`src/rtl/rf_hazard_ctl.sv`:
```
// rf_hazard_ctl
// Scoreboard and issue controller for the decode stage.
// Each architectural register has a small counter of writes that have issued
// but not yet been written back. Decode is stalled while a source register
// has a write in flight (RAW hazard), or while the destination counter is
// saturated. A halt instruction starts a drain: nothing else issues, and the
// core reports halted once every counter has returned to zero.
//
// Ports
//   clk        clock, rising edge
//   rst        asynchronous reset, active low
//   id_valid   decode holds a valid instruction
//   rs_addr    first source register;  rs_used: instruction reads rs
//   rt_addr    second source register; rt_used: instruction reads rt
//   rd_addr    destination register;   rd_wr: instruction writes rd
//   ex_ready   execute can accept an instruction
//   wb_valid   one pending write retires into wb_addr this cycle
//   wb_addr    register being written back
//   flush      squash everything in flight
//   halt_req   decode holds a halt/dump instruction (level)
//   issue      instruction accepted into execute this cycle
//   stall      decode must hold its instruction
//   pending    bit i set when register i has a write in flight
//   halted     drain complete, core quiescent
//   error      sticky: writeback arrived for a register with nothing pending
//   state_dbg  FSM state: 0 = RUN, 1 = DRAIN, 2 = HALTED
//
// Handshake: decode presents an instruction with id_valid and execute
// signals capacity with ex_ready. An instruction transfers in exactly the
// cycles where issue=1. While id_valid=1 and issue=0, stall=1 and decode must
// keep its instruction stable. issue and stall are combinational and add no
// latency.
module rf_hazard_ctl #(
  parameter int NREG   = 8,
  parameter int AW     = 3,
  parameter int CNT_W  = 2,
  parameter int BYPASS = 1
) (
  input  logic            clk,
  input  logic            rst,
  input  logic            id_valid,
  input  logic [AW-1:0]   rs_addr,
  input  logic            rs_used,
  input  logic [AW-1:0]   rt_addr,
  input  logic            rt_used,
  input  logic [AW-1:0]   rd_addr,
  input  logic            rd_wr,
  input  logic            ex_ready,
  input  logic            wb_valid,
  input  logic [AW-1:0]   wb_addr,
  input  logic            flush,
  input  logic            halt_req,
  output logic            issue,
  output logic            stall,
  output logic [NREG-1:0] pending,
  output logic            halted,
  output logic            error,
  output logic [1:0]      state_dbg
);

  typedef enum logic [1:0] {
    ST_RUN    = 2'd0,
    ST_DRAIN  = 2'd1,
    ST_HALTED = 2'd2
  } state_t;

  localparam logic [CNT_W-1:0] CNT_MAX = {CNT_W{1'b1}};
  localparam logic [CNT_W-1:0] CNT_ONE = CNT_W'(1);

  state_t           state, state_nxt;
  logic [CNT_W-1:0] cnt     [NREG];
  logic [CNT_W-1:0] cnt_nxt [NREG];

  logic hazard_s, hazard_t, full;
  logic issue_run;
  logic underflow;
  logic all_zero_nxt;

  // Hazard detection. With BYPASS, a writeback landing this cycle on the
  // last in-flight write of a source is forwarded by the register file, so
  // the reader need not wait for it.
  always_comb begin
    hazard_s = rs_used && (cnt[rs_addr] != '0) &&
               !((BYPASS != 0) && wb_valid && (wb_addr == rs_addr) &&
                 (cnt[rs_addr] == CNT_ONE));
    hazard_t = rt_used && (cnt[rt_addr] != '0) &&
               !((BYPASS != 0) && wb_valid && (wb_addr == rt_addr) &&
                 (cnt[rt_addr] == CNT_ONE));
    // A saturated counter can still take a new write if one retires now.
    full     = rd_wr && (cnt[rd_addr] == CNT_MAX) &&
               !(wb_valid && (wb_addr == rd_addr));
    issue_run = id_valid && !halt_req && !hazard_s && !hazard_t && !full &&
                ex_ready && !flush;
  end

  // Issue/stall. Both are held low while reset is asserted.
  always_comb begin
    issue = 1'b0;
    stall = 1'b0;
    if (rst) begin
      issue = (state == ST_RUN) ? issue_run : 1'b0;
      stall = id_valid && !issue;
    end
  end

  // Counter next state. Flush wipes everything and ignores that cycle's
  // issue and writeback. A writeback with nothing pending is dropped and
  // flagged rather than wrapping the counter.
  always_comb begin
    underflow    = wb_valid && !flush && (cnt[wb_addr] == '0);
    all_zero_nxt = 1'b1;
    for (int i = 0; i < NREG; i++) begin
      logic inc_i, dec_i;
      inc_i = issue && rd_wr && (rd_addr == AW'(i));
      dec_i = wb_valid && (wb_addr == AW'(i)) && (cnt[i] != '0);
      cnt_nxt[i] = cnt[i];
      if (flush) begin
        cnt_nxt[i] = '0;
      end else if (inc_i && !dec_i) begin
        cnt_nxt[i] = cnt[i] + CNT_ONE;
      end else if (dec_i && !inc_i) begin
        cnt_nxt[i] = cnt[i] - CNT_ONE;
      end
      if (cnt_nxt[i] != '0) all_zero_nxt = 1'b0;
    end
  end

  // FSM next state. The DRAIN exit looks at next-cycle counters so a final
  // writeback that empties them halts on the following edge.
  always_comb begin
    state_nxt = state;
    case (state)
      ST_RUN: begin
        if (!flush && id_valid && halt_req) state_nxt = ST_DRAIN;
      end
      ST_DRAIN: begin
        if (flush)             state_nxt = ST_RUN;
        else if (all_zero_nxt) state_nxt = ST_HALTED;
      end
      ST_HALTED: state_nxt = ST_HALTED;
      default:   state_nxt = ST_RUN;
    endcase
  end

  always_ff @(posedge clk or negedge rst) begin
    if (!rst) begin
      state <= ST_RUN;
      error <= 1'b0;
      for (int i = 0; i < NREG; i++) cnt[i] <= '0;
    end else begin
      state <= state_nxt;
      if (underflow) error <= 1'b1;
      for (int i = 0; i < NREG; i++) cnt[i] <= cnt_nxt[i];
    end
  end

  always_comb begin
    for (int i = 0; i < NREG; i++) pending[i] = (cnt[i] != '0);
    halted    = (state == ST_HALTED);
    state_dbg = state;
  end

endmodule

```
`config.mk`:
```
export PLATFORM = sky130hd
export DESIGN_NAME = rf_hazard_ctl
export DESIGN_NICKNAME = d
export VERILOG_FILES = /design/src/rtl/rf_hazard_ctl.sv
export SDC_FILE = /design/constraint.sdc
export NUM_CORES = 1
export LEC_CHECK = 0
export CORE_ASPECT_RATIO = 1.2
export CORE_UTILIZATION = 59
export DETAILED_ROUTE_END_ITERATION = 8
export HOLD_SLACK_MARGIN = 0.06
export PLACE_DENSITY = 0.87
export SLEW_MARGIN = 0
export SYNTH_ARGS = -nofsm -noshare
export SYNTH_HDL_FRONTEND = slang
export SYNTH_SLANG_ARGS = --single-unit
```
`constraint.sdc`:
```
create_clock -name clk -period 7.95 [get_ports clk]
set_input_delay 2.385 -clock clk [delete_from_list [all_inputs] [get_ports clk]]
set_output_delay 2.385 -clock clk [all_outputs]
set_load 0.05 [all_outputs]
```
==> impl_metrics.toml <==
[route]
viasPerCell = 6.560
dr.pass1.iters = 5
drc = 0
wire_per_inst_um = 18.12
vias = 2414
drt_iter0_drc = 291
wl_um = 6667
ant_nets = 0

[global_routing]
grt_use_met1_pct = 41.69
grt_pass1_wl_um = 10900
use_met3_pct = 7.222
grt-ovfl-total = 0
grt_max_degree = 25
grt_antenna_before_repair = 0
track_usage_pct = 35.28
use_met2_pct = 57.58
first_global_vias = 2333
gr-max-usage-layer = "met2"

[clock_network]
cts_inserted_buffers = 3
postCtsHoldBufs = 0
cts_resized = 0
clock-sinks = 19
clockRootBuffer = "clkbuf_8"
cts_tree = "built"
clk_latency_ps = 260
clkSlewWorstSetupHoldPaths_ps = 70
cts_max_level = 1
cts_setup_buffers = 0
clock_path_buffers = 2

[sta]
fmax_mhz = 134.8
setup_violations = 0
maxSlewHeadroom_pct = 59.08
final_hold_viol_count = 0
grt_setup_unrepaired = "false"
worst_slew_pin_slew_ps = 607.1
min_period_ps = 7417
skew_ps = 0.8464
drv_slew = 0
tns_ps = 0
period_share_pct = 93.29

[setup_path]
crit_required_ps = 5570
cp.arrival_ps = 5030
cp_max_fo = 8
end_kind = "primary output"
setup.worst_path.class = "input port to primary output"
cp-start-kind = "input port"

[yosys]
synth_cell_type_count = 57
yosys_warnings = 0
syn-cell-area_um2 = 2305
yosysSeqAreaShare_pct = 20.63
ys_async_sr_fraction_pct = 100.0
yosys.area.top_type = "dfrtp_1"
synth_nets = 317
netlist_instances = 287
yosys_register_bits = 19
synth_top_area_share_pct = 20.63
postSynthAreaPerCell_um2 = 8.030
synth.area.top_cells = "dfrtp_1 (21%), mux4_2 (8.8%), inv_1 (5.2%)"
synth_ff_type = "dfrtp_1"
synth_edf_count = 0

[pwr]
clkPwrFrac_pct = 26.5
p_int_uw = 172.4
p_switching_uw = 96.28
irDropWorstVdd_mv = 0.09481
fin_total_pwr_uw = 268.7
power_leakage_nw = 1.086
pwr-share-seq_pct = 38.0
powerDensity_nw_per_um2 = 98.40
combPwrFrac_pct = 35.6
switching_share_pct = 35.84

[placed_design]
numPortBuffers = 35
dp_hpwl_um = 5307
place_area_um2 = 2685
placedCellCount = 364
place.gp.congestion = 0.9261

[floorplanning]
initial_core_util_pct = 62.40
rows = 24
die_x_um = 59.06
die_area_um2 = 4161
die_h_um = 70.47
core_area_um2 = 3694
ioPinCount = 36

[layout]
drive_gt1_share_pct = 10.76
syn_to_final_growth_pct = 18.46
utilization_pct = 73.92
fin_nets = 347
final_cell_mix = "clkdlybuf4s50_1 (33), inv_1 (32), nand2_1 (28)"
diodes = 0
final_common_cell = "clkdlybuf4s50_1"
layoutNonFillerInstCount = 368
stdcell_area_um2 = 2730

[run]
maxCapViolations = 0

[worst_hold_path]
holdCritPathClass = "flip-flop to flip-flop"

[status]
run_status = "finished clean"
-- critical path, stage by stage --
cell,delay (ps)
clkdlybuf4s50_1,650
mux4_1,610
nor2_1,180
o41ai_2,170
or4_1,730
inv_8,160
buf_12,140
-- metrics by stage --
stage / worst slack, ps / hold slack [ps]
after floorplan: 881.1 / 608.7
after global placement: 659.3 / 447.1
after detailed placement: 542.9 / 482.7
after CTS: 538.3 / 501.0
after global routing: 342.1 / 517.1
final: 533.1 / 494.9
-- cell usage after synthesis (all sizes together) (3+ instances only) --
cell type  count
or4            4
inv           33
ha             8
o31ai          5
o21ai         12
nand2b         7
xor2          10
nand4          5
buf            8
and3           3
nand3b         3
a21oi         13
dfrtp         19
nor2b          4
mux4          10
o41ai          3
nand3         10
nor2          19
mux2i          6
nand2         28
or3            6
a31oi          6
and2           3
nor3          13
clkbuf         8
xnor2         11
nor4           6
-- metal layers --
metal / part of all wire [%] / up-vias / wire, µm
li1: - / 1091 / -
met1: 37 / 1143 / 2472
met2: 49 / 143 / 3265
met3: 8.8 / 37 / 588
met4: 5.1 / 0 / 342
met5: 0 / - / 0
-- cells by family after synthesis --
logic type | share of synthesized area, %
xor+xnor | 7.980
simple gates | 28.18
mux | 13.52
compound gates | 15.85
flops | 20.63
fa+ha+maj | 4.343
buf+inv | 9.501
-- power groups by stage --
stage / logic (mW) / registers (mW) / clock network (mW)
after floorplan: 0.0493 / 0.114 / 0
after global placement: 0.0928 / 0.104 / 0
after detailed placement: 0.0944 / 0.104 / 0
after CTS: 0.0948 / 0.102 / 0.0720
after global routing: 0.101 / 0.102 / 0.0749
final: 0.0955 / 0.102 / 0.0711
-- path summary, 6_finish.rpt --
| path | startpoint | end | slack, ps | depth (start not counted) |
|---|---|---|---|---|
| max | rt_addr[1] | issue | 530 | 7 |
| min | error | error | 490 | 2 |
| max reg2reg | cnt[3] | state_dbg[0] | 4410 | 9 |
| min reg2reg | error | error | 490 | 2 |
| max in group asynchronous | rst | cnt[6] | 5110 | 2 |
| min in group asynchronous | rst | cnt[3] | 2600 | 2 |
-- registers in the layout, indices dropped and copies added (netlist names) --
| name | cells |
|---|---|
| cnt | 16 |
| error | 1 |
| state_dbg | 2 |
-- layout make-up --
type                            instances  area, µm²
Multi-Input combinational cell        219       1610
Fill cell                             293      963.4
Sequential cell                        19      475.5
Timing Repair Buffer                   41      402.9
Inverter                               33      131.4
Tap cell                               52      65.06
Clock buffer                            4      45.04
Power figures use the tool's default switching activity.
